`src/rtl/wb_arb2.sv`:
```
// Two-master Wishbone arbiter sharing one slave; round-robin on ties,
// locked cycles, and a strobe timeout that returns a bus error.
module wb_arb2 #(
    parameter int unsigned TIMEOUT = 16
) (
    input  logic        clk_sys_i,
    input  logic        rst_i,
    input  logic        m0_cyc_i,
    input  logic        m0_stb_i,
    input  logic        m0_we_i,
    input  logic [4:0]  m0_adr_i,
    input  logic [31:0] m0_dat_i,
    output logic [31:0] m0_dat_o,
    output logic        m0_ack_o,
    output logic        m0_err_o,
    input  logic        m1_cyc_i,
    input  logic        m1_stb_i,
    input  logic        m1_we_i,
    input  logic [4:0]  m1_adr_i,
    input  logic [31:0] m1_dat_i,
    output logic [31:0] m1_dat_o,
    output logic        m1_ack_o,
    output logic        m1_err_o,
    output logic        s_cyc_o,
    output logic        s_stb_o,
    output logic        s_we_o,
    output logic [4:0]  s_adr_o,
    output logic [31:0] s_dat_o,
    input  logic [31:0] s_dat_i,
    input  logic        s_ack_i,
    output logic [1:0]  gnt_o
);

    typedef enum logic [1:0] {
        IDLE = 2'b00,
        OWN0 = 2'b01,
        OWN1 = 2'b10
    } state_t;

    localparam logic [7:0] LIMIT = 8'(TIMEOUT - 1);

    state_t      state, state_d;
    logic        last_gnt, last_d;
    logic [7:0]  cnt, cnt_d;
    logic        tmo, tmo_d;
    logic        own0, own1;
    logic        o_cyc, o_stb, err;

    assign own0 = (state == OWN0);
    assign own1 = (state == OWN1);

    assign o_cyc = (own0 & m0_cyc_i) | (own1 & m1_cyc_i);
    assign o_stb = (own0 & m0_stb_i) | (own1 & m1_stb_i);

    // tmo is the registered error; an ack in the same cycle wins over it
    assign err = tmo & ~s_ack_i;

    assign s_cyc_o = o_cyc & ~tmo;
    assign s_stb_o = o_stb & ~tmo;
    assign s_we_o  = (own0 & m0_we_i) | (own1 & m1_we_i);
    assign s_adr_o = own0 ? m0_adr_i : (own1 ? m1_adr_i : 5'd0);
    assign s_dat_o = own0 ? m0_dat_i : (own1 ? m1_dat_i : 32'd0);

    assign m0_ack_o = s_ack_i & own0 & m0_stb_i;
    assign m1_ack_o = s_ack_i & own1 & m1_stb_i;
    assign m0_err_o = err & own0;
    assign m1_err_o = err & own1;
    assign m0_dat_o = own0 ? s_dat_i : 32'd0;
    assign m1_dat_o = own1 ? s_dat_i : 32'd0;

    assign gnt_o = state;

    always_comb begin
        state_d = state;
        last_d  = last_gnt;
        cnt_d   = 8'd0;
        tmo_d   = 1'b0;
        unique case (state)
            IDLE: begin
                if (m0_cyc_i && m1_cyc_i)
                    state_d = last_gnt ? OWN0 : OWN1;
                else if (m0_cyc_i)
                    state_d = OWN0;
                else if (m1_cyc_i)
                    state_d = OWN1;
            end
            OWN0: if (!m0_cyc_i || err) state_d = IDLE;
            OWN1: if (!m1_cyc_i || err) state_d = IDLE;
            default: state_d = IDLE;
        endcase
        if (state == IDLE && state_d == OWN0) last_d = 1'b0;
        if (state == IDLE && state_d == OWN1) last_d = 1'b1;
        if (state != IDLE && state_d == state && o_stb && !s_ack_i)
            cnt_d = (cnt >= LIMIT) ? LIMIT : cnt + 8'd1;
        tmo_d = (cnt_d == LIMIT);
    end

    always_ff @(posedge clk_sys_i) begin
        if (rst_i) begin
            state    <= IDLE;
            last_gnt <= 1'b1;
            cnt      <= 8'd0;
            tmo      <= 1'b0;
        end else begin
            state    <= state_d;
            last_gnt <= last_d;
            cnt      <= cnt_d;
            tmo      <= tmo_d;
        end
    end

endmodule
```
`config.mk`:
```
export PLATFORM = sky130hd
export DESIGN_NAME = wb_arb2
export DESIGN_NICKNAME = d
export VERILOG_FILES = /design/src/rtl/wb_arb2.sv
export SDC_FILE = /design/constraint.sdc
export NUM_CORES = 1
export LEC_CHECK = 0
export CAP_MARGIN = 0
export CORE_MARGIN = 10
export CORE_UTILIZATION = 20
export CTS_BUF_LIST = sky130_fd_sc_hd__clkbuf_8
export CTS_CLUSTER_DIAMETER = 150
export DETAILED_ROUTE_END_ITERATION = 16
export PLACE_DENSITY = 0.8
export SYNTH_ARGS = -nofsm -noshare
export SYNTH_HDL_FRONTEND = slang
export SYNTH_SLANG_ARGS = --single-unit
```
`constraint.sdc`:
```
create_clock -name clk_sys_i -period 1.3 [get_ports clk_sys_i]
set_clock_uncertainty 0.15 [all_clocks]
set_input_delay 0.195 -clock clk_sys_i [delete_from_list [all_inputs] [get_ports clk_sys_i]]
set_output_delay 0.195 -clock clk_sys_i [all_outputs]
set_load 0.005 [all_outputs]
```
==> reports/qor.csv <==
stage,metric,value,unit
placement,Placement Cell Area,0.00384,mm2
die,number of I/O pins,225,
placement,Final GP Congestion,0.815,
route,TritonRoute pass-1 iters,4,
finish,"Core Util, Final",68.6,%
finish,area of the multi-input gates,0.00132,mm2
setup_path,R2R cell count,6,
setup_path,CP endpoint,s_dat_o[14],
synthesis,Mapped Cells,169,
clock_network,number of buffers created by CTS,3,
sta,fin crit period,1.88,ns
die,Starting Density,20.4,%
setup_path,reg2reg start,gnt_o[1]$_SDFF_PP0_,
global_routing,Tot GR Track Use,21.4,%
setup_path,WS Path Type,flip-flop to output port,
route,drc violations,0,
global_routing,first-pass GRT wire length,17.2,mm
finish,fillers,533,
route,via count,2532,
global_routing,largest net degree at the start of global routing,14,
sta,fin crit share,144,%
synthesis,flop and latch count out of synthesis,12,
synthesis,top cells by area in the synthesized netlist,"and2_1, a22o_1, dfxtp_1, buf_2, a2111oi_2",
pwr,Gate power share,64.0,%
placement,dpl hpwl,8.48,mm
die,Die Height,103,um
die,overall die width,103,um
finish,Final #Nets,559,
finish,final instance area,0.00464,mm2
synthesis,share of the synthesized area in the top cell type,30.0,%
setup_path,element type at the critical path start,flip-flop,
synthesis,mean post-synth cell area,8.15,um2
route,ANT nets after route,0,
clock_network,"Reg clk slew, reported paths",0.05,ns
die,die area,0.0106,mm2
job,maxcap violations,0,
finish,layout cell share with drive strength beyond 1,53.6,%
pwr,Max VDD drop,0.533,mV
global_routing,grt met2 use,40.0,%
pwr,sw frac,28.7,%
outcome,status,"complete, but fails checks",
sta,Max Clock Freq,533,MHz
hold_path,worst min path class,input pin to flip-flop,
sta,setup ws final,-0.578,ns
pwr,Clk network pwr share,18.2,%
global_routing,GRT Max-Usage Layer,met2,
route,iteration-0 DRC count of the detailed router,107,
pwr,internal cell power,0.00158,W
sta,Final Hold Slack,0.305,ns
die,core box area,0.00676,mm2
synthesis,"Seq/Total Area, Yosys",17.4,%
finish,Area Overhead vs Synth,237,%
global_routing,vias in the first global route,2776,
sta,Final Max Slew Viols,0,
global_routing,initial antenna violation count,1,
route,wire per inst,24.3,um
pwr,net load switching power,0.000637,W
outcome,failing checks,setup timing,
clock_network,maximum buffer depth of the clock tree,2,
route,WL final,12.7,mm
synthesis,synth warn,0,
clock_network,worst-skew pair later-pin latency,0.24,ns
sta,setup violators final,115,
pwr,Seq pwr share,17.7,%
route,Vias/cell,4.84,
pwr,PD cells,479,mW/mm2
setup_path,Crit. Startpoint,gnt_o[1]$_SDFF_PP0_,
setup_path,crit-path max FO,5,
global_routing,met1 usage,21.7,%
sta,unrepaired setup endpoints after global routing,true,
setup_path,Reg-to-Reg End,cnt[3]$_SDFF_PP0_,
finish,register area,246,um2
synthesis,Synth area leader,and2_1,
placement,I/O Buffers,224,
pwr,leakage power,2.17,nW
synthesis,Yosys cell types,31,
clock_network,CTS tree,built,
global_routing,met3 usage,7.51,%
synthesis,"Cell Area, Synth",0.00138,mm2
setup_path,endpoint class of the critical path,output port,
die,num rows,30,
clock_network,H-tree lvl count,1,
setup_path,Crit path required time,0.95,ns
global_routing,total global routing overflow,0,
sta,final hold violations,0,
setup_path,flop2flop setup slack,-0.56,ns
sta,TNS Setup,-50.99,ns
setup_path,Crit path arrival time,1.53,ns
clock_network,CTS sink count,12,
clock_network,root buf cell,clkbuf_8,
## state kept, by name, indices dropped and copies added, names as in the netlist
register,flops
cnt,8
gnt_o,2
last_gnt,1
tmo,1
## what timing repair did
| action | in CTS | in global routing |
|---|---|---|
| pin swaps | 48 | 18 |
| setup buffers | 32 | 2 |
| gates cloned | 16 | 3 |
| endpoints found under the setup margin | 117 | 118 |
| resized for setup | 537 | 62 |
| hold buffers | 0 | 0 |
## cells by family after synthesis
group,count (synthesis),synth area share (%)
AND/OR/NAND/NOR,86,39.2
AO/OA/AOI/OAI,49,34.9
buffers and inverters,18,5.99
flip-flops,12,17.4
XOR/XNOR,2,1.27
adder cells (fa/ha/maj),1,0.908
other,1,0.272
## power groups by stage
stage / Clock (W) / Combinational [W] / Sequential [W]
floorplan: 0 / 0.000281 / 0.000401
global placement: 0 / 0.00106 / 0.000399
detailed placement: 0 / 0.00107 / 0.000401
CTS: 0.000412 / 0.00142 / 0.000393
global route: 0.000434 / 0.00150 / 0.000396
finish: 0.000405 / 0.00142 / 0.000394
## how the worst min path moves through the flow
| stage | depth (start not counted) | slack (ns) | startpoint | endpoint |
|---|---|---|---|---|
| 4_1_cts | 3 | 0.39 | s_ack_i | cnt[0]$_SDFF_PP0_ |
| 2_1_floorplan | 1 | 0.12 | rst_i | gnt_o[0]$_SDFF_PP0_ |
| 3_3_place_gp | 2 | 0.39 | last_gnt$_SDFFE_PP1P_ | last_gnt$_SDFFE_PP1P_ |
| 6_report | 4 | 0.31 | m1_cyc_i | gnt_o[1]$_SDFF_PP0_ |
| 5_1_grt | 4 | 0.32 | m1_cyc_i | gnt_o[1]$_SDFF_PP0_ |
| 3_5_place_dp | 2 | 0.40 | cnt[3]$_SDFF_PP0_ | tmo$_SDFF_PP0_ |
## worst max-delay path, stage by stage (launching register included)
cell and delay (ns):
dfxtp_2 0.35, buf_12 0.11, nor2b_4 0.04, buf_6 0.12
buf_12 0.14, buf_16 0.14, buf_6 0.11, a22o_1 0.16
buf_2 0.14
## cell usage in the layout, fill, tap and decap left out, types with 2 or more instances in the layout
master / count
dfxtp_1: 9
xor2_1: 2
nor2b_4: 2
clkbuf_16: 3
and2_1: 22
dfxtp_2: 2
inv_1: 2
buf_8: 4
nand3b_1: 2
buf_6: 64
conb_1: 4
buf_4: 13
buf_2: 61
and2_4: 44
clkdlybuf4s50_1: 112
a2111oi_4: 6
nor2_1: 2
buf_16: 9
and3_4: 2
a22o_1: 38
buf_12: 12
clkbuf_8: 4
## per-stage QoR
stage / instances / worst slack [ns] / total power (W)
floorplan: 172 / -0.0565 / 0.000682
global placement: 476 / -0.639 / 0.00146
detailed placement: 476 / -0.667 / 0.00148
CTS: 527 / -0.626 / 0.00222
global route: 523 / -0.630 / 0.00233
finish: 523 / -0.578 / 0.00222
## cell usage after synthesis
library cell	n
conb_1	1
buf_4	1
and3_1	3
dfxtp_1	12
nand4b_1	1
and2_1	66
a2111oi_2	3
o311ai_0	1
or4_1	1
ha_1	1
nor2_1	2
buf_2	9
o21ai_0	1
a22o_1	38
clkbuf_1	6
a2111oi_4	1
nor4_1	1
nor3_1	1
nand3b_1	2
a22oi_4	1
nand3_1	1
nor2b_1	3
a21oi_1	1
nand2_1	1
inv_1	2
xor2_1	2
nor3b_1	1
a211o_4	1
a2111oi_0	2
nor2_4	1
nand2b_1	2
## routing by layer
layer | up-vias | share of wire (%)
met3 | 18 | 12
li1 | 1164 | -
met1 | 1196 | 33
met5 | - | 0
met2 | 154 | 53
met4 | 0 | 2.6
## layout make-up
| type | count | share of cell area (%) |
|---|---|---|
| Clock buffer | 4 | 1.19 |
| Inverter | 2 | 0.162 |
| Multi-Input combinational cell | 142 | 28.5 |
| Antenna cell | 1 | 0.0540 |
| Timing Repair Buffer | 282 | 62.7 |
| Tap cell | 80 | 2.16 |
| Sequential cell | 12 | 5.32 |
Power figures use the tool's default switching activity.
